<file path="src/rtl/cmp_pkg.sv">
// Shared definitions for the branch/compare unit: op encoding and op-field width.
package cmp_pkg;

  localparam int CMP_OP_W = 4;

  typedef enum logic [CMP_OP_W-1:0] {
    OP_EQ   = 4'd0,
    OP_NE   = 4'd1,
    OP_LEZ  = 4'd2,
    OP_GTZ  = 4'd3,
    OP_LTZ  = 4'd4,
    OP_GEZ  = 4'd5,
    OP_SLT  = 4'd6,
    OP_SLTU = 4'd7,
    OP_OVF  = 4'd8
  } cmp_op_e;

  // Highest defined code; everything above it is reported as illegal.
  localparam logic [CMP_OP_W-1:0] OP_LAST_LEGAL = 4'd8;

endpackage : cmp_pkg

</file>
<file path="src/rtl/branch_cmp_unit_if.sv">
// Request/result bundle of the branch/compare unit.
// master = the pipeline side (drives requests, consumes results), slave = the unit.
interface branch_cmp_unit_if #(
  parameter int WIDTH = 32,
  parameter int TAG_W = 5,
  parameter int CNT_W = 16
);
  import cmp_pkg::*;

  logic             in_valid;
  logic             in_ready;
  cmp_op_e          in_op;
  logic [WIDTH-1:0] in_a;
  logic [WIDTH-1:0] in_b;
  logic [TAG_W-1:0] in_tag;
  logic             flush;
  logic             out_valid;
  logic             out_ready;
  logic             out_cond;
  logic             out_ovf;
  logic             out_illegal;
  logic [TAG_W-1:0] out_tag;
  logic [CNT_W-1:0] stat_total;
  logic [CNT_W-1:0] stat_taken;

  modport master (
    output in_valid, in_op, in_a, in_b, in_tag, flush, out_ready,
    input  in_ready, out_valid, out_cond, out_ovf, out_illegal, out_tag,
           stat_total, stat_taken
  );

  modport slave (
    input  in_valid, in_op, in_a, in_b, in_tag, flush, out_ready,
    output in_ready, out_valid, out_cond, out_ovf, out_illegal, out_tag,
           stat_total, stat_taken
  );

endinterface : branch_cmp_unit_if

</file>
<file path="src/rtl/branch_cmp_unit_core.sv">
// cmp_core: purely combinational condition evaluation (op, a, b) -> (cond, ovf, illegal).
module cmp_core
  import cmp_pkg::*;
#(
  parameter int WIDTH = 32
) (
  input  cmp_op_e          op,
  input  logic [WIDTH-1:0] a,
  input  logic [WIDTH-1:0] b,
  output logic             cond,
  output logic             ovf,
  output logic             illegal
);

  logic [WIDTH:0] sum;
  logic           aNeg;
  logic           aZero;

  // Overflow is judged on a one-bit-wider signed sum, independent of the op.
  assign sum   = {a[WIDTH-1], a} + {b[WIDTH-1], b};
  assign ovf   = sum[WIDTH] ^ sum[WIDTH-1];
  assign aNeg  = a[WIDTH-1];
  assign aZero = (a == '0);

  // Select the condition for the decoded op; undefined codes give cond=0, illegal=1.
  always_comb begin
    cond    = 1'b0;
    illegal = 1'b0;
    case (op)
      OP_EQ:   cond = (a == b);
      OP_NE:   cond = (a != b);
      OP_LEZ:  cond = aNeg | aZero;
      OP_GTZ:  cond = !aNeg & !aZero;
      OP_LTZ:  cond = aNeg;
      OP_GEZ:  cond = !aNeg;
      OP_SLT:  cond = ($signed(a) < $signed(b));
      OP_SLTU: cond = (a < b);
      OP_OVF:  cond = ovf;
      default: illegal = 1'b1;
    endcase
  end

endmodule : cmp_core

</file>
<file path="src/rtl/branch_cmp_unit.sv">
// branch_cmp_unit: registered branch/compare stage with valid/ready, stall hold and flush.
// Optional feature macro: CMP_STATS_EN (saturating accepted/taken counters).
module branch_cmp_unit
  import cmp_pkg::*;
#(
  parameter int WIDTH = 32,
  parameter int TAG_W = 5,
  parameter int CNT_W = 16
) (
  input logic               clk,
  input logic               reset,
  branch_cmp_unit_if.slave  bus
);

  logic             coreCond;
  logic             coreOvf;
  logic             coreIllegal;
  logic             outValidQ;
  logic             outCondQ;
  logic             outOvfQ;
  logic             outIllegalQ;
  logic [TAG_W-1:0] outTagQ;
  logic             inReady;
  logic             capture;

  cmp_core #(.WIDTH(WIDTH)) core (
    .op      (bus.in_op),
    .a       (bus.in_a),
    .b       (bus.in_b),
    .cond    (coreCond),
    .ovf     (coreOvf),
    .illegal (coreIllegal)
  );

  assign inReady = !outValidQ || bus.out_ready;
  assign capture = bus.in_valid && inReady && !bus.flush;

  // Output register: reset beats flush, flush beats capture, a pop only clears valid.
  always_ff @(posedge clk) begin
    if (reset) begin
      outValidQ   <= 1'b0;
      outCondQ    <= 1'b0;
      outOvfQ     <= 1'b0;
      outIllegalQ <= 1'b0;
      outTagQ     <= '0;
    end else if (bus.flush) begin
      outValidQ <= 1'b0;
    end else if (capture) begin
      outValidQ   <= 1'b1;
      outCondQ    <= coreCond;
      outOvfQ     <= coreOvf;
      outIllegalQ <= coreIllegal;
      outTagQ     <= bus.in_tag;
    end else if (bus.out_ready) begin
      outValidQ <= 1'b0;
    end
  end

  assign bus.in_ready    = inReady;
  assign bus.out_valid   = outValidQ;
  assign bus.out_cond    = outCondQ;
  assign bus.out_ovf     = outOvfQ;
  assign bus.out_illegal = outIllegalQ;
  assign bus.out_tag     = outTagQ;

`ifdef CMP_STATS_EN
  logic [CNT_W-1:0] statTotalQ;
  logic [CNT_W-1:0] statTakenQ;

  // Saturating counters of accepted ops and of accepted ops whose condition held.
  always_ff @(posedge clk) begin
    if (reset) begin
      statTotalQ <= '0;
      statTakenQ <= '0;
    end else if (capture) begin
      if (statTotalQ != {CNT_W{1'b1}}) statTotalQ <= statTotalQ + CNT_W'(1);
      if (coreCond && (statTakenQ != {CNT_W{1'b1}})) statTakenQ <= statTakenQ + CNT_W'(1);
    end
  end

  assign bus.stat_total = statTotalQ;
  assign bus.stat_taken = statTakenQ;
`else
  assign bus.stat_total = {CNT_W{1'b0}};
  assign bus.stat_taken = {CNT_W{1'b0}};
`endif

endmodule : branch_cmp_unit
</file>
<file path="src/flat_wrapper.sv">
// flat-port wrapper written by rule: the top's interface ports become plain ports
module branch_cmp_unit_flat import cmp_pkg::*;
#(
  parameter int WIDTH = 32,
  parameter int TAG_W = 5,
  parameter int CNT_W = 16
)
  (clk, reset, bus_in_valid, bus_in_op, bus_in_a, bus_in_b, bus_in_tag, bus_flush, bus_out_ready, bus_in_ready, bus_out_valid, bus_out_cond, bus_out_ovf, bus_out_illegal, bus_out_tag, bus_stat_total, bus_stat_taken);
  branch_cmp_unit_if #(.WIDTH(WIDTH), .TAG_W(TAG_W), .CNT_W(CNT_W)) bus_i ();
  input logic clk;
  input logic reset;
  input wire logic [$bits(bus_i.in_valid)-1:0] bus_in_valid;
  input wire logic [$bits(bus_i.in_op)-1:0] bus_in_op;
  input wire logic [$bits(bus_i.in_a)-1:0] bus_in_a;
  input wire logic [$bits(bus_i.in_b)-1:0] bus_in_b;
  input wire logic [$bits(bus_i.in_tag)-1:0] bus_in_tag;
  input wire logic [$bits(bus_i.flush)-1:0] bus_flush;
  input wire logic [$bits(bus_i.out_ready)-1:0] bus_out_ready;
  output wire logic [$bits(bus_i.in_ready)-1:0] bus_in_ready;
  output wire logic [$bits(bus_i.out_valid)-1:0] bus_out_valid;
  output wire logic [$bits(bus_i.out_cond)-1:0] bus_out_cond;
  output wire logic [$bits(bus_i.out_ovf)-1:0] bus_out_ovf;
  output wire logic [$bits(bus_i.out_illegal)-1:0] bus_out_illegal;
  output wire logic [$bits(bus_i.out_tag)-1:0] bus_out_tag;
  output wire logic [$bits(bus_i.stat_total)-1:0] bus_stat_total;
  output wire logic [$bits(bus_i.stat_taken)-1:0] bus_stat_taken;
  assign bus_i.in_valid = bus_in_valid;
  assign bus_i.in_op = bus_in_op;
  assign bus_i.in_a = bus_in_a;
  assign bus_i.in_b = bus_in_b;
  assign bus_i.in_tag = bus_in_tag;
  assign bus_i.flush = bus_flush;
  assign bus_i.out_ready = bus_out_ready;
  assign bus_in_ready = bus_i.in_ready;
  assign bus_out_valid = bus_i.out_valid;
  assign bus_out_cond = bus_i.out_cond;
  assign bus_out_ovf = bus_i.out_ovf;
  assign bus_out_illegal = bus_i.out_illegal;
  assign bus_out_tag = bus_i.out_tag;
  assign bus_stat_total = bus_i.stat_total;
  assign bus_stat_taken = bus_i.stat_taken;
  branch_cmp_unit #(.WIDTH(WIDTH), .TAG_W(TAG_W), .CNT_W(CNT_W)) u_core (.clk(clk), .reset(reset), .bus(bus_i));
endmodule
</file>
<file path="config.mk">
export PLATFORM = sky130hd
export DESIGN_NAME = branch_cmp_unit_flat
export DESIGN_NICKNAME = d
export VERILOG_FILES = /design/src/rtl/cmp_pkg.sv /design/src/rtl/branch_cmp_unit_if.sv /design/src/rtl/branch_cmp_unit_core.sv /design/src/rtl/branch_cmp_unit.sv /design/src/flat_wrapper.sv
export SDC_FILE = /design/constraint.sdc
export NUM_CORES = 1
export LEC_CHECK = 0
export CAP_MARGIN = 10
export CELL_PAD_IN_SITES_DETAIL_PLACEMENT = 1
export CELL_PAD_IN_SITES_GLOBAL_PLACEMENT = 1
export CORE_MARGIN = 1.5
export CORE_UTILIZATION = 28
export CTS_CLUSTER_SIZE = 16
export DETAILED_ROUTE_END_ITERATION = 7
export PLACE_DENSITY = 0.84
export SLEW_MARGIN = 5
export SYNTH_ARGS = -nofsm -noshare
export SYNTH_HDL_FRONTEND = slang
export SYNTH_SLANG_ARGS = --single-unit
</file>
<file path="constraint.sdc">
create_clock -name clk -period 3 [get_ports clk]
set_clock_uncertainty 0.15 [all_clocks]
set_input_delay 0.6 -clock clk [delete_from_list [all_inputs] [get_ports clk]]
set_output_delay 0.6 -clock clk [all_outputs]
set_load 0.005 [all_outputs]
</file>
# Yosys cells after proc, flatten, opt, wreduce, memory -nomap -nowiden
# Cells that the tools add are included.
[classes] n_addsub=1 multipliers=0 n_div=0 magnitude_cmp=2 n_eq_ne=10 shifts=0 muxes=4 n_bitwise=4 reduce_logical=13
[op_table] operator="< comparator 32 bit" count=2
[op_table] operator="adder 32 x 32 -> 33 bit" count=1
[op_table] operator="== test 32 bit" count=1
[op_table] operator="logical NOT 32 bit" count=1
[op_table] operator="inequality test 32 bit" count=1
[op_table] operator="== test 4 x 3 -> 1 bit, second input constant" count=4
[op_table] operator="one-hot mux 1 bit (9 select lines)" count=1
[op_table] operator="OR reduction 9 bit" count=1
[op_table] operator="== test 4 x 2 -> 1 bit, second input constant" count=2
[op_table] operator="== test 4 x 1 -> 1 bit, second input constant" count=1
[op_table] operator="== test 4 bit, second input constant" count=1
[op_table] operator="logical NOT 1 bit" count=4
[op_table] operator="logical NOT 4 bit" count=1
[op_table] operator="two-way mux 1 bit" count=3
[op_table] operator="logical AND 1 bit" count=2
[op_table] operator="AND reduction 2 bit" count=1
[op_table] operator="nonzero test 2 bit" count=1
[op_table] operator="OR reduction 2 bit" count=1
[op_table] operator="AND 1 bit" count=1
[op_table] operator="logical OR 1 bit" count=1
[op_table] operator="inverter 1 bit" count=1
[op_table] operator="OR 1 bit" count=1
[op_table] operator="XOR 1 bit" count=1
[totals] register_bits=9 latch_bits=0 mem_bits_rw=0 rom_bits=0 in_bits=78 out_inout_bits=42 word_cells=39 memories=0

# Depth between registers and ports, before layout
# Gate-level depths: netlist of the first run.
[depth] depth_word=5 depth_mapped=10 depth_no_buf=10

# By module
# Synthesis of the first run repeated with hierarchy kept, for this count alone.
[unflattened] cells_unflattened=319 hier_area_um2=2446.1
[by_module_without_submodules] mod="cmp_core" n_inst=1 cells_per_inst=246 area_per_inst_um2=1788.0 seq_area_each_um2=0.0
[by_module_without_submodules] mod="branch_cmp_unit" n_inst=1 cells_per_inst=73 area_per_inst_um2=658.1 seq_area_each_um2=180.2

# Worst setup path after synthesis of the first run
# Ideal clock, no wire load.
[synth_timing] kind="in2reg" start="input port bus_in_b[13]" end="register u_core.outOvfQ, in the netlist u_core.bus.out_ovf" setup_ns=0.079 arrival_ns=2.380 t_required_ns=2.771 slack_ns=0.390 stages=10 n_path_buf=0 path_cell_list="inv_1 -> ha_1 -> inv_1 -> a21oi_1 -> nor2_1 -> a2111oi_0 -> o221ai_1 -> a21oi_2 -> mux2_4 -> a211oi_2"
[synth_via] elab_chain_cells=2
[synth_rtl] element="start, declared" line="flat_wrapper.sv:15" rtl="input wire logic [$bits(bus_i.in_b)-1:0] bus_in_b;"
[synth_rtl] element="adder 32 x 32 -> 33 bit" line="branch_cmp_unit_core.sv:20" rtl="assign sum = {a[WIDTH-1], a} + {b[WIDTH-1], b};"
[synth_rtl] element="XOR 1 bit" line="branch_cmp_unit_core.sv:21" rtl="assign ovf = sum[WIDTH] ^ sum[WIDTH-1];"
[synth_rtl] element="end signal, assigned" line="branch_cmp_unit.sv:51" rtl="outOvfQ <= coreOvf;"
[synth_rtl] element="end, declared" line="branch_cmp_unit.sv:20" rtl="logic outOvfQ;"
# Every way passes these cells.
# A chain may end at the register's enable or synchronous reset.

# Worst setup path in the final report of the first run
[layout_timing] start="input port bus_in_b[20]" end="register u_core.outOvfQ, in the netlist u_core.bus.out_ovf"
# Same word-level chain as after synthesis.

==> summary.md, run 1 <==
| Metric | Value |
|---|---|
| Run status | finished clean |
| Number of vias per cell after detailed routing | roughly 5 |
| Post-synthesis xor/xnor area fraction | 0.0112 |
| Most used cells in the layout excluding fill and tap cells | sky130_fd_sc_hd__clkdlybuf4s50_1, sky130_fd_sc_hd__buf_4, sky130_fd_sc_hd__ha_1, sky130_fd_sc_hd__inv_1, sky130_fd_sc_hd__conb_1 |
| Maximum VDD drop | roughly 0.12 mV |
| Largest net degree at the start of global routing | 13 |
| Maximum buffer depth of the clock tree | 2 |
| Slew at the pin closest to its max-slew limit | approximately 490 ps |
| Clk sink count | 9 |
| Startpoint of the lowest-slack register-to-register path | u_core.bus.out_valid |
| Rel. slew slack | 0.669 |
| Post-synthesis cell count | about 290 |
| Syn-to-layout area delta | 79.0% |
| Async S/R FF share, synth | 0 |
| Final total negative setup slack | 0 ps |
| Dominant combinational cell family by area after synthesis | adder cells |
| Post-layout minimum cycle time | 2990 ps |
| Layout net count | roughly 600 |
| Capture point of the critical path | u_core.bus.out_ovf |
| Clock-pin slew of the registers on the worst-case setup and hold paths | about 50 ps |
| Netlist area before placement | 2340 um^2 |
| Effective utilization at floorplan | 0.287 |
| Worst-skew pair later-pin latency | approximately 230 ps |
| Overall routed net length | roughly 9.8 mm |
| H-tree lvl count | 1 |
| Finish-stage setup viols | 0 |
| Core Rows | 33 |
| 1st-pass router iterations | 4 |
| Final worst path period share | 0.995 |
| Vias in the first global route | ~2800 |
| CTS Root Cell | sky130_fd_sc_hd__clkbuf_8 |
| Basic-gate share of the synthesized area counting and, or, nand and nor cells | 0.194 |
| Post-place instance area | approximately 3700 um^2 |
| Initial antenna violation count | 0 |
| Pwr dens | roughly 200 nW/um^2 |
| Critical path origin | bus_in_b[20] |
| Crit Path Class | primary input to flop |
| Synth Area in Compound Gates | 0.165 |
| Type of element launching the critical path | primary input |
| Share of cell area taken by muxes after synthesis | 0.0326 |
| Critical path data arrival time | roughly 3000 ps |
| Commonest non-fill, non-tap cell in the layout | sky130_fd_sc_hd__clkdlybuf4s50_1 |
| Gr ovfl total | 0 |
| Cell depth of the worst flop-to-flop path | 6 |
| CORE AREA | 8130 um^2 |
| Critical path, cell by cell | clkdlybuf4s50_1 > inv_1 > ha_1 > or4_4 > nor2_4 > o31ai_1 > o2111ai_1 > a21oi_2 > mux2_4 > a211oi_2 |
| Count of unresolved DRC violations after routing | 0 |
| #FFs+latches synth | 9 |
| Via Count | 2719 |
| Critical path capture point type | flop |
| Antenna Violating Nets Remaining | 0 |
| Required @ worst endpoint | 3000 ps |
| Critical-path top delay cell | sky130_fd_sc_hd__or4_4 |
| Top FF cell, synth | sky130_fd_sc_hd__dfxtp_1 |
| Clock tree from TritonCTS | yes |
| Count of input and output buffers | between 80 and 90 |
| Origin of the worst min-delay path | u_core.bus.out_tag[1] |
| Drt initial violations | 67 |
| F_max | between 300 and 400 MHz |
| Register area share after synthesis | 0.0770 |
| Final estimated routing congestion in global placement | ~0.83 |
| FF-to-FF setup slack | between 1000 and 1500 ps |
| Fraction of final layout cells with drive strength greater than 1 | 0.305 |
| Total global-route track usage | 0.180 |
| Half-perimeter wire length of the detailed placement result | around 7.2 mm |
| Peak fanout along the critical path | 3 |
| Fillers | ~950 |
| Layout Cell Area excl Fill | 4190 um^2 |
| Number of enable flip-flop cells after synthesis | 0 |
| I/O pin count | 120 |
| Mapped Avg Cell Area | about 8 um^2 |
| Die Span Y | 94.4 um |
| Pleak | 1.93 nW |
| Worst reg2reg endpoint | u_core.bus.out_cond |
| Wire length of the first global-routing pass | approximately 13 mm |
| Highest cell delay on the worst timing path | ~520 ps |
| Number of max-slew violations in the final report | 0 |
| Path category of the worst min-delay check | flop to flop |
| Max_cap viols | 0 |
| Horiz. Die Dim | roughly 94 um |
| Number of distinct library cells after synthesis | a little over 50 |
| Die ar. | between 8000 and 9000 um^2 |
| Hold Fails Final Rpt | 0 |
| Adder and majority cell fraction of the synthesized area | 0.342 |
| Wire length per cell after detailed routing | roughly 18 um |
| Total inserted antenna cells | 0 |
| Clock buffer count from CTS | 3 |
| Yosys warns | 0 |
logic make-up after synthesis:
kind of cell / count (synthesis)
buffers and inverters: 78
adders and majority gates: 64
xor gates and xnor gates: 3
DFF: 9
other: 1
muxes: 7
and+or+nand+nor: 76
AOI/OAI and AO/OA: 55
how the worst min path moves through the flow:
stage                                   endpoint  slack, ps  cells past startpoint
after detailed placement  u_core.bus.out_illegal        340                      2
after global routing      u_core.bus.out_illegal        370                      2
after CTS                 u_core.bus.out_illegal        340                      2
after floorplan           u_core.bus.out_illegal        310                      2
final                      u_core.bus.out_tag[1]        340                      2
after global placement    u_core.bus.out_illegal        310                      2
flip-flops by register name, summed over array words and instances, names as in the netlist:
register / flops
u_core.bus.out_ovf: 1
u_core.bus.out_cond: 1
u_core.bus.out_valid: 1
u_core.bus.out_tag: 5
u_core.bus.out_illegal: 1
per-stage QoR:
step | utilization | cells | total power [W] | hold WS (ps) | worst slack [ps]
after detailed placement | 0.459 | 552 | 0.000605 | 339 | -440
after global placement | 0.459 | 552 | 0.000578 | 308 | -359
after CTS | 0.467 | 556 | 0.000759 | 345 | -8.00
final | 0.515 | 560 | 0.000853 | 343 | 14.3
after floorplan | - | 324 | 0.000356 | 312 | 390
after global routing | 0.515 | 560 | 0.000909 | 365 | -57.0
layout make-up:
class | count | area (um^2) | area share
inverters | 44 | 165 | 0.0394
clock buffers | 4 | 45.0 | 0.0108
repair buffers | 161 | 1430 | 0.342
multi-input cells | 237 | 2230 | 0.533
flip-flops and latches | 9 | 180 | 0.0430
well taps | 105 | 131 | 0.0314
where the power goes:
group / internal (W) / switching, W
registers: 0.000126 / 0.00000348
clock network: 0.0000928 / 0.0000506
logic: 0.000311 / 0.000269
cell usage after synthesis, types with 2 or more instances:
library cell / instances / area, um^2
sky130_fd_sc_hd__o21ai_1: 2 / 10.0
sky130_fd_sc_hd__a211oi_1: 2 / 15.0
sky130_fd_sc_hd__nand3_1: 5 / 25.0
sky130_fd_sc_hd__a21oi_2: 2 / 17.5
sky130_fd_sc_hd__nor2_1: 20 / 75.1
sky130_fd_sc_hd__a21oi_1: 21 / 105
sky130_fd_sc_hd__o21ai_0: 4 / 20.0
sky130_fd_sc_hd__clkbuf_1: 2 / 7.51
sky130_fd_sc_hd__mux2i_1: 5 / 50.1
sky130_fd_sc_hd__nor3b_1: 2 / 15.0
sky130_fd_sc_hd__buf_4: 32 / 240
sky130_fd_sc_hd__nand2_1: 8 / 30.0
sky130_fd_sc_hd__o21bai_1: 6 / 45.0
sky130_fd_sc_hd__ha_1: 64 / 801
sky130_fd_sc_hd__nor4_1: 11 / 68.8
sky130_fd_sc_hd__nor2b_1: 4 / 25.0
sky130_fd_sc_hd__nor3_1: 9 / 45.0
sky130_fd_sc_hd__dfxtp_1: 9 / 180
sky130_fd_sc_hd__a31oi_1: 2 / 12.5
sky130_fd_sc_hd__nand4_1: 4 / 25.0
sky130_fd_sc_hd__o31ai_1: 3 / 22.5
sky130_fd_sc_hd__nand2b_1: 2 / 12.5
sky130_fd_sc_hd__xnor2_1: 2 / 17.5
sky130_fd_sc_hd__a211oi_2: 2 / 25.0
sky130_fd_sc_hd__inv_1: 44 / 165
critical path: cells and delay by family:
family	cells	cell delay, ps
buffers and inverters	2	560
muxes	1	340
AOI/OAI and AO/OA	4	510
adders and majority gates	1	340
and+or+nand+nor	2	640
per-layer routing:
| layer | vias to the layer above | global-route usage | routed length (um) | share of wire |
|---|---|---|---|---|
| met5 | - | 0 | 0 | 0 |
| li1 | 1286 | - | - | - |
| met1 | 1323 | 0.190 | 3850 | 0.39 |
| met3 | 22 | 0.0169 | 359 | 0.036 |
| met4 | 0 | 0.0485 | 294 | 0.030 |
| met2 | 88 | 0.371 | 5330 | 0.54 |
repair_timing:
action	CTS	global route
hold endpoints to repair	0	0
endpoints found under the setup margin	2	2
pin swaps	2	22
gates cloned	0	0
hold buffers	0	0
resized for setup	4	55
buffers inserted	0	4
Note: power is estimated with default switching activity, not from simulation.
==> run 2: changes to the inputs <==
--- a/config.mk
+++ b/config.mk
@@ -6,13 +6,14 @@
 export NUM_CORES = 1
 export LEC_CHECK = 0
 export CAP_MARGIN = 10
-export CELL_PAD_IN_SITES_DETAIL_PLACEMENT = 1
+export CELL_PAD_IN_SITES_DETAIL_PLACEMENT = 0
 export CELL_PAD_IN_SITES_GLOBAL_PLACEMENT = 1
 export CORE_MARGIN = 1.5
 export CORE_UTILIZATION = 28
 export CTS_CLUSTER_SIZE = 16
 export DETAILED_ROUTE_END_ITERATION = 7
 export PLACE_DENSITY = 0.84
+export RECOVER_POWER = 25
 export SLEW_MARGIN = 5
 export SYNTH_ARGS = -nofsm -noshare
 export SYNTH_HDL_FRONTEND = slang
==> summary.md, run 2 (synthesized netlist as in run 1, its figures left out) <==
| Metric | Value |
|---|---|
| Max_cap viols | 0 (unchanged) |
| Vias in the first global route | 2414 (-14%) |
| Final worst path period share | 0.993 (-0.00243) |
| Most used cells in the layout excluding fill and tap cells | sky130_fd_sc_hd__clkdlybuf4s50_1, sky130_fd_sc_hd__buf_4, sky130_fd_sc_hd__ha_1, sky130_fd_sc_hd__inv_1, sky130_fd_sc_hd__conb_1 |
| Path category of the worst min-delay check | flop to flop |
| Total inserted antenna cells | 0 (unchanged) |
| Fillers | 786 (-18%) |
| CORE AREA | 8130 um^2 (unchanged) |
| Pleak | 1.89 nW (-2.0%) |
| Post-layout minimum cycle time | 2980 ps (-7.29 ps) |
| Antenna Violating Nets Remaining | 0 (unchanged) |
| Horiz. Die Dim | 94.4 um (unchanged) |
| Count of input and output buffers | 87 (unchanged) |
| Buffering stage count on the worst path with inverters included | 3 (+1) |
| Effective utilization at floorplan | 0.287 (unchanged) |
| Critical-path top delay cell | sky130_fd_sc_hd__clkdlybuf4s50_1 |
| Core Rows | 33 (unchanged) |
| Gr ovfl total | 0 (unchanged) |
| Half-perimeter wire length of the detailed placement result | 5.93 mm (-18%) |
| F_max | 336 MHz (+0.24%) |
| Die ar. | 8910 um^2 (unchanged) |
| Overall routed net length | 7.15 mm (-27%) |
| Number of vias per cell after detailed routing | 4.55 (-6.4%) |
| Post-Route Hold Slack | 333 ps (-10.3 ps) |
| Maximum VDD drop | 0.120 mV (-0.72%) |
| Syn-to-layout area delta | 75.3% |
| Number of max-slew violations in the final report | 0 (unchanged) |
| Peak fanout along the critical path | 4 (+1) |
| Cell family contributing the most delay on the critical path | simple AND/OR/NAND/NOR gates |
| I/O pin count | 120 (unchanged) |
| Highest cell delay on the worst timing path | 490 ps (-30 ps) |
| Type of element launching the critical path | primary input |
| Hold Fails Final Rpt | 0 (unchanged) |
| 1st-pass router iterations | 6 (+2) |
| Final estimated routing congestion in global placement | 0.830 (unchanged) |
| Post-route total power | 0.000796 W (-6.7%) |
| Core occupancy in the finished layout | 0.504 (-0.0108) |
| CTS Root Cell | sky130_fd_sc_hd__clkbuf_8 |
| Clock tree from TritonCTS | yes |
| Initial antenna violation count | 0 (unchanged) |
| Maximum buffer depth of the clock tree | 2 (unchanged) |
| Largest net degree at the start of global routing | 13 (unchanged) |
| Post-place instance area | 3730 um^2 (unchanged) |
| Setup slack at placement | -422 ps (+18.3 ps) |
| Commonest non-fill, non-tap cell in the layout | sky130_fd_sc_hd__clkdlybuf4s50_1 |
| Wire length of the first global-routing pass | 10.4 mm (-19%) |
| Critical path data arrival time | 2940 ps (-50 ps) |
| Count of unresolved DRC violations after routing | 0 (unchanged) |
| Required @ worst endpoint | 2970 ps (-30 ps) |
| Final worst slack | 21.5 ps (+7.29 ps) |
| Layout Cell Area excl Fill | 4100 um^2 (-2.1%) |
| Pwr dens | 194 nW/um^2 (-4.7%) |
| Drt initial violations | 113 (+69%) |
| Worst-skew pair later-pin latency | 230 ps (about the same) |
| Layout net count | 594 (-0.67%) |
| Finish-stage setup viols | 0 (unchanged) |
| Run status | finished clean |
| Hold Buf Count CTS | 0 (unchanged) |
| Setup fix buffers added after clock tree synthesis | 0 (unchanged) |
| Largest register FFs | 5 (unchanged) |
| Wire length per cell after detailed routing | 12.9 um (-27%) |
| Fraction of final layout cells with drive strength greater than 1 | 0.286 (-0.0195) |
| Critical path capture point type | flop |
| H-tree lvl count | 1 (unchanged) |
| Clk sink count | 9 (unchanged) |
| Total global-route track usage | 0.144 (-0.0361) |
| Clock buffer count from CTS | 3 (unchanged) |
| Crit Path Class | primary input to flop |
| Clock-pin slew of the registers on the worst-case setup and hold paths | 40 ps (about the same) |
| Via Count | 2528 (-7.0%) |
| Die Span Y | 94.4 um (unchanged) |
| Critical path, cell by cell | clkdlybuf4s50_1 > inv_1 > ha_1 > buf_4 > nand4_4 > nor4_1 > and4_1 > mux2_2 > xnor2_1 > o311ai_2 > a41oi_2 > o22ai_2 |
## run 2: changes by cell type in the layout (fill, tap and decap cells not counted), moves of 2 or more
cell and delta:
sky130_fd_sc_hd__ha_1 +3, sky130_fd_sc_hd__buf_4 -4, sky130_fd_sc_hd__o31ai_1 -2, sky130_fd_sc_hd__dlygate4sd3_1 +4, sky130_fd_sc_hd__inv_2 -2, sky130_fd_sc_hd__ha_4 -4
sky130_fd_sc_hd__clkdlybuf4s50_1 -3, sky130_fd_sc_hd__inv_1 +2, sky130_fd_sc_hd__o31ai_2 +2
## run 2: worst register-to-register path, cell delays in order, from the launching register on
cell	delay (ps)
sky130_fd_sc_hd__dfxtp_1	300
sky130_fd_sc_hd__nor2b_1	140
sky130_fd_sc_hd__nor3b_1	200
sky130_fd_sc_hd__buf_4	250
sky130_fd_sc_hd__o311ai_2	160
sky130_fd_sc_hd__a41oi_2	190
sky130_fd_sc_hd__o22ai_2	80
## run 2: final cells by class
type,instances,area (um^2),share of cell area
well taps,105,131,0.0321
flip-flops and latches,9,180,0.0440
repair buffers,157,1400,0.341
multi-input cells,237,2180,0.531
inverters,44,165,0.0403
clock buffers,4,45.0,0.0110
## run 2: final timing paths
path | from | end | slack (ps) | cells after the start
setup / recovery | bus_in_b[13] | u_core.bus.out_cond | 20 | 12
hold / removal | u_core.bus.out_tag[3] | u_core.bus.out_tag[3] | 330 | 2
setup reg to reg | u_core.bus.out_valid | u_core.bus.out_cond | 1420 | 6
hold reg to reg | u_core.bus.out_tag[3] | u_core.bus.out_tag[3] | 330 | 2
## run 2: layer usage
layer | wire, um | part of all wire | track usage
met1 | 2940 | 0.41 | 0.178
met5 | 0 | 0 | 0
met3 | 385 | 0.054 | 0.0153
met4 | 38 | 0.0053 | 0.0286
met2 | 3780 | 0.53 | 0.268
## run 2: metrics by stage
step                cells  TNS, ps
floorplan             324        0
global placement      552     -590
detailed placement    552     -703
CTS                   556        0
global route          556    -48.2
finish                556        0
## run 2: repair_timing
action                     4_1_cts  5_1_grt
cloned                           0        0
resized for setup                3       46
pin swaps                        1       15
setup endpoints to repair        2        2
## run 2: report_power, final
| group | internal [W] | leakage (nW) | switching (W) | total [W] |
|---|---|---|---|---|
| sequential | 0.000127 | 0.0738 | 0.00000288 | 0.000129 |
| clock | 0.0000923 | 0.0228 | 0.0000450 | 0.000137 |
| combinational | 0.000296 | 1.79 | 0.000232 | 0.000529 |
==> run 3: changes to the inputs <==
==> constraint.sdc (replaced) <==
create_clock -name clk -period 3 [get_ports clk]
set_clock_uncertainty 0.15 [all_clocks]
set_input_delay 0.9 -clock clk [delete_from_list [all_inputs] [get_ports clk]]
set_output_delay 0.9 -clock clk [all_outputs]
set_load 0.005 [all_outputs]
==> summary.md, run 3 (synthesized netlist as in run 1, its figures left out) <==
| Metric | Value |
|---|---|
| Path category of the worst min-delay check | flop to flop |
| 1st-pass router iterations | 4 (-2) |
| Setup slack at placement | -595 ps (-173 ps) |
| Rel. slew slack | 0.612 |
| CORE AREA | 8130 um^2 (unchanged) |
| Register area | 180 um^2 (unchanged) |
| Core Rows | 33 (unchanged) |
| Run status | finished clean |
| Post-Route Hold Slack | 326 ps (-7.02 ps) |
| Critical path data arrival time | 2950 ps (about the same) |
| Layout net count | 606 (+2.0%) |
| Half-perimeter wire length of the detailed placement result | 5.73 mm (-3.3%) |
| Overall routed net length | 7.68 mm (+7.5%) |
| Final estimated routing congestion in global placement | 0.845 (+1.8%) |
| Clock tree from TritonCTS | yes |
| Fillers | 740 (-5.9%) |
| Maximum buffer depth of the clock tree | 2 (unchanged) |
| Clock-pin slew of the registers on the worst-case setup and hold paths | 50 ps (about the same) |
| Clock buffer count from CTS | 3 (unchanged) |
| Critical path capture point type | flop |
| Total global-route track usage | 0.166 (+0.0217) |
| Worst-skew pair later-pin latency | 240 ps (about the same) |
| Number of max-slew violations in the final report | 0 (unchanged) |
| Die ar. | 8910 um^2 (unchanged) |
| Commonest non-fill, non-tap cell in the layout | sky130_fd_sc_hd__buf_4 |
| H-tree lvl count | 1 (unchanged) |
| Wire length of the first global-routing pass | 11.7 mm (+13%) |
| Crit Path Class | primary input to flop |
| Type of element launching the critical path | primary input |
| Hold Fails Final Rpt | 0 (unchanged) |
| Total inserted antenna cells | 0 (unchanged) |
| Effective utilization at floorplan | 0.287 (unchanged) |
| F_max | 341 MHz (+1.7%) |
| Die Span Y | 94.4 um (unchanged) |
| Final total negative setup slack | 0 ps (unchanged) |
| Wire length per cell after detailed routing | 13.5 um (+5.2%) |
| Initial antenna violation count | 0 (unchanged) |
| Post-layout minimum cycle time | 2930 ps (-49.2 ps) |
| Syn-to-layout area delta | 88.2% |
| Most used cells in the layout excluding fill and tap cells | sky130_fd_sc_hd__buf_4, sky130_fd_sc_hd__dlygate4sd2_1, sky130_fd_sc_hd__ha_1, sky130_fd_sc_hd__conb_1, sky130_fd_sc_hd__ha_4 |
| Largest register FFs | 5 (unchanged) |
| Pwr dens | 190 nW/um^2 (-1.9%) |
| Number of vias per cell after detailed routing | 4.51 (-0.83%) |
| Final worst path period share | 0.976 (-0.0164) |
| I/O pin count | 120 (unchanged) |
| Cell depth of the worst flop-to-flop path | 6 (unchanged) |
| Count of input and output buffers | 87 (unchanged) |
| Gr ovfl total | 0 (unchanged) |
| Required @ worst endpoint | 3020 ps (+50 ps) |
| Max_cap viols | 0 (unchanged) |
| Fraction of final layout cells with drive strength greater than 1 | 0.400 (+0.114) |
| Maximum VDD drop | 0.120 mV (about the same) |
| Area of the multi-input gates | 2410 um^2 (+11%) |
| Vias in the first global route | 2551 (+5.7%) |
| Drt initial violations | 91 (-19%) |
| Hold Path Stages | 2 (unchanged) |
| Slew at the pin closest to its max-slew limit | 581 ps |
| Count of unresolved DRC violations after routing | 0 (unchanged) |
| Setup repair after global routing missed its margin | true |
| Largest net degree at the start of global routing | 11 (-2) |
| Via Count | 2561 (+1.3%) |
| Clk sink count | 9 (unchanged) |
| Pleak | 2.12 nW (+12%) |
| Finish-stage setup viols | 0 (unchanged) |
| Final worst slack | 70.7 ps (+49.2 ps) |
| Horiz. Die Dim | 94.4 um (unchanged) |
| Antenna Violating Nets Remaining | 0 (unchanged) |
| CTS Root Cell | sky130_fd_sc_hd__clkbuf_8 |
| Peak fanout along the critical path | 4 (unchanged) |
run 3: metrics by stage:
| stage | instance area (um^2) | util | total power (W) | instances |
|---|---|---|---|---|
| finish | 4400 | 0.541 | 0.000838 | 568 |
| CTS | 4280 | 0.526 | 0.000818 | 565 |
| detailed placement | 3780 | 0.465 | 0.000591 | 558 |
| floorplan | 2450 | - | 0.000356 | 324 |
| global route | 4400 | 0.541 | 0.000903 | 568 |
| global placement | 3780 | 0.465 | 0.000583 | 558 |
run 3: area by class of cell:
cell class,instances,share of cell area
Clock buffer,4,0.0102
Inverter,44,0.0375
Multi-Input combinational cell,237,0.549
Sequential cell,9,0.0409
Tap cell,105,0.0299
Timing Repair Buffer,169,0.333
run 3: critical path, stage by stage:
cell                            delay [ps]
sky130_fd_sc_hd__dlygate4sd2_1         270
sky130_fd_sc_hd__ha_4                  270
sky130_fd_sc_hd__buf_4                 130
sky130_fd_sc_hd__nand2_1                50
sky130_fd_sc_hd__o21a_1                150
sky130_fd_sc_hd__a2bb2oi_2             160
sky130_fd_sc_hd__a31oi_2               120
sky130_fd_sc_hd__a2111oi_2             370
sky130_fd_sc_hd__xor2_1                220
sky130_fd_sc_hd__a41oi_2               140
sky130_fd_sc_hd__o22ai_2               150
run 3: repair_timing:
| action | 4_1_cts | 5_1_grt |
|---|---|---|
| resized for setup | 127 | 41 |
| setup endpoints to repair | 3 | 2 |
| pin swaps | 34 | 25 |
| endpoints found under the hold margin | 0 | 0 |
| setup buffers | 3 | 3 |
| hold buffers | 0 | 0 |
run 3: report_power, final:
part	internal (W)	switching [W]	total, W
clock	0.0000929	0.0000514	0.000144
sequential	0.000126	0.00000311	0.000130
combinational	0.000310	0.000254	0.000564
run 3: final timing paths:
check	startpoint	slack [ps]	to
worst min register to register	u_core.bus.out_illegal	330	u_core.bus.out_illegal
worst max register to register	u_core.bus.out_valid	1150	u_core.bus.out_tag[2]
worst min-delay path	u_core.bus.out_illegal	330	u_core.bus.out_illegal
worst max-delay path	bus_in_a[11]	70	u_core.bus.out_cond
run 3: routing by layer:
metal	routed length [um]	global-route usage
met2	4140	0.327
met1	3070	0.193
met3	361	0.0161
met5	0	0
met4	107	0.0286
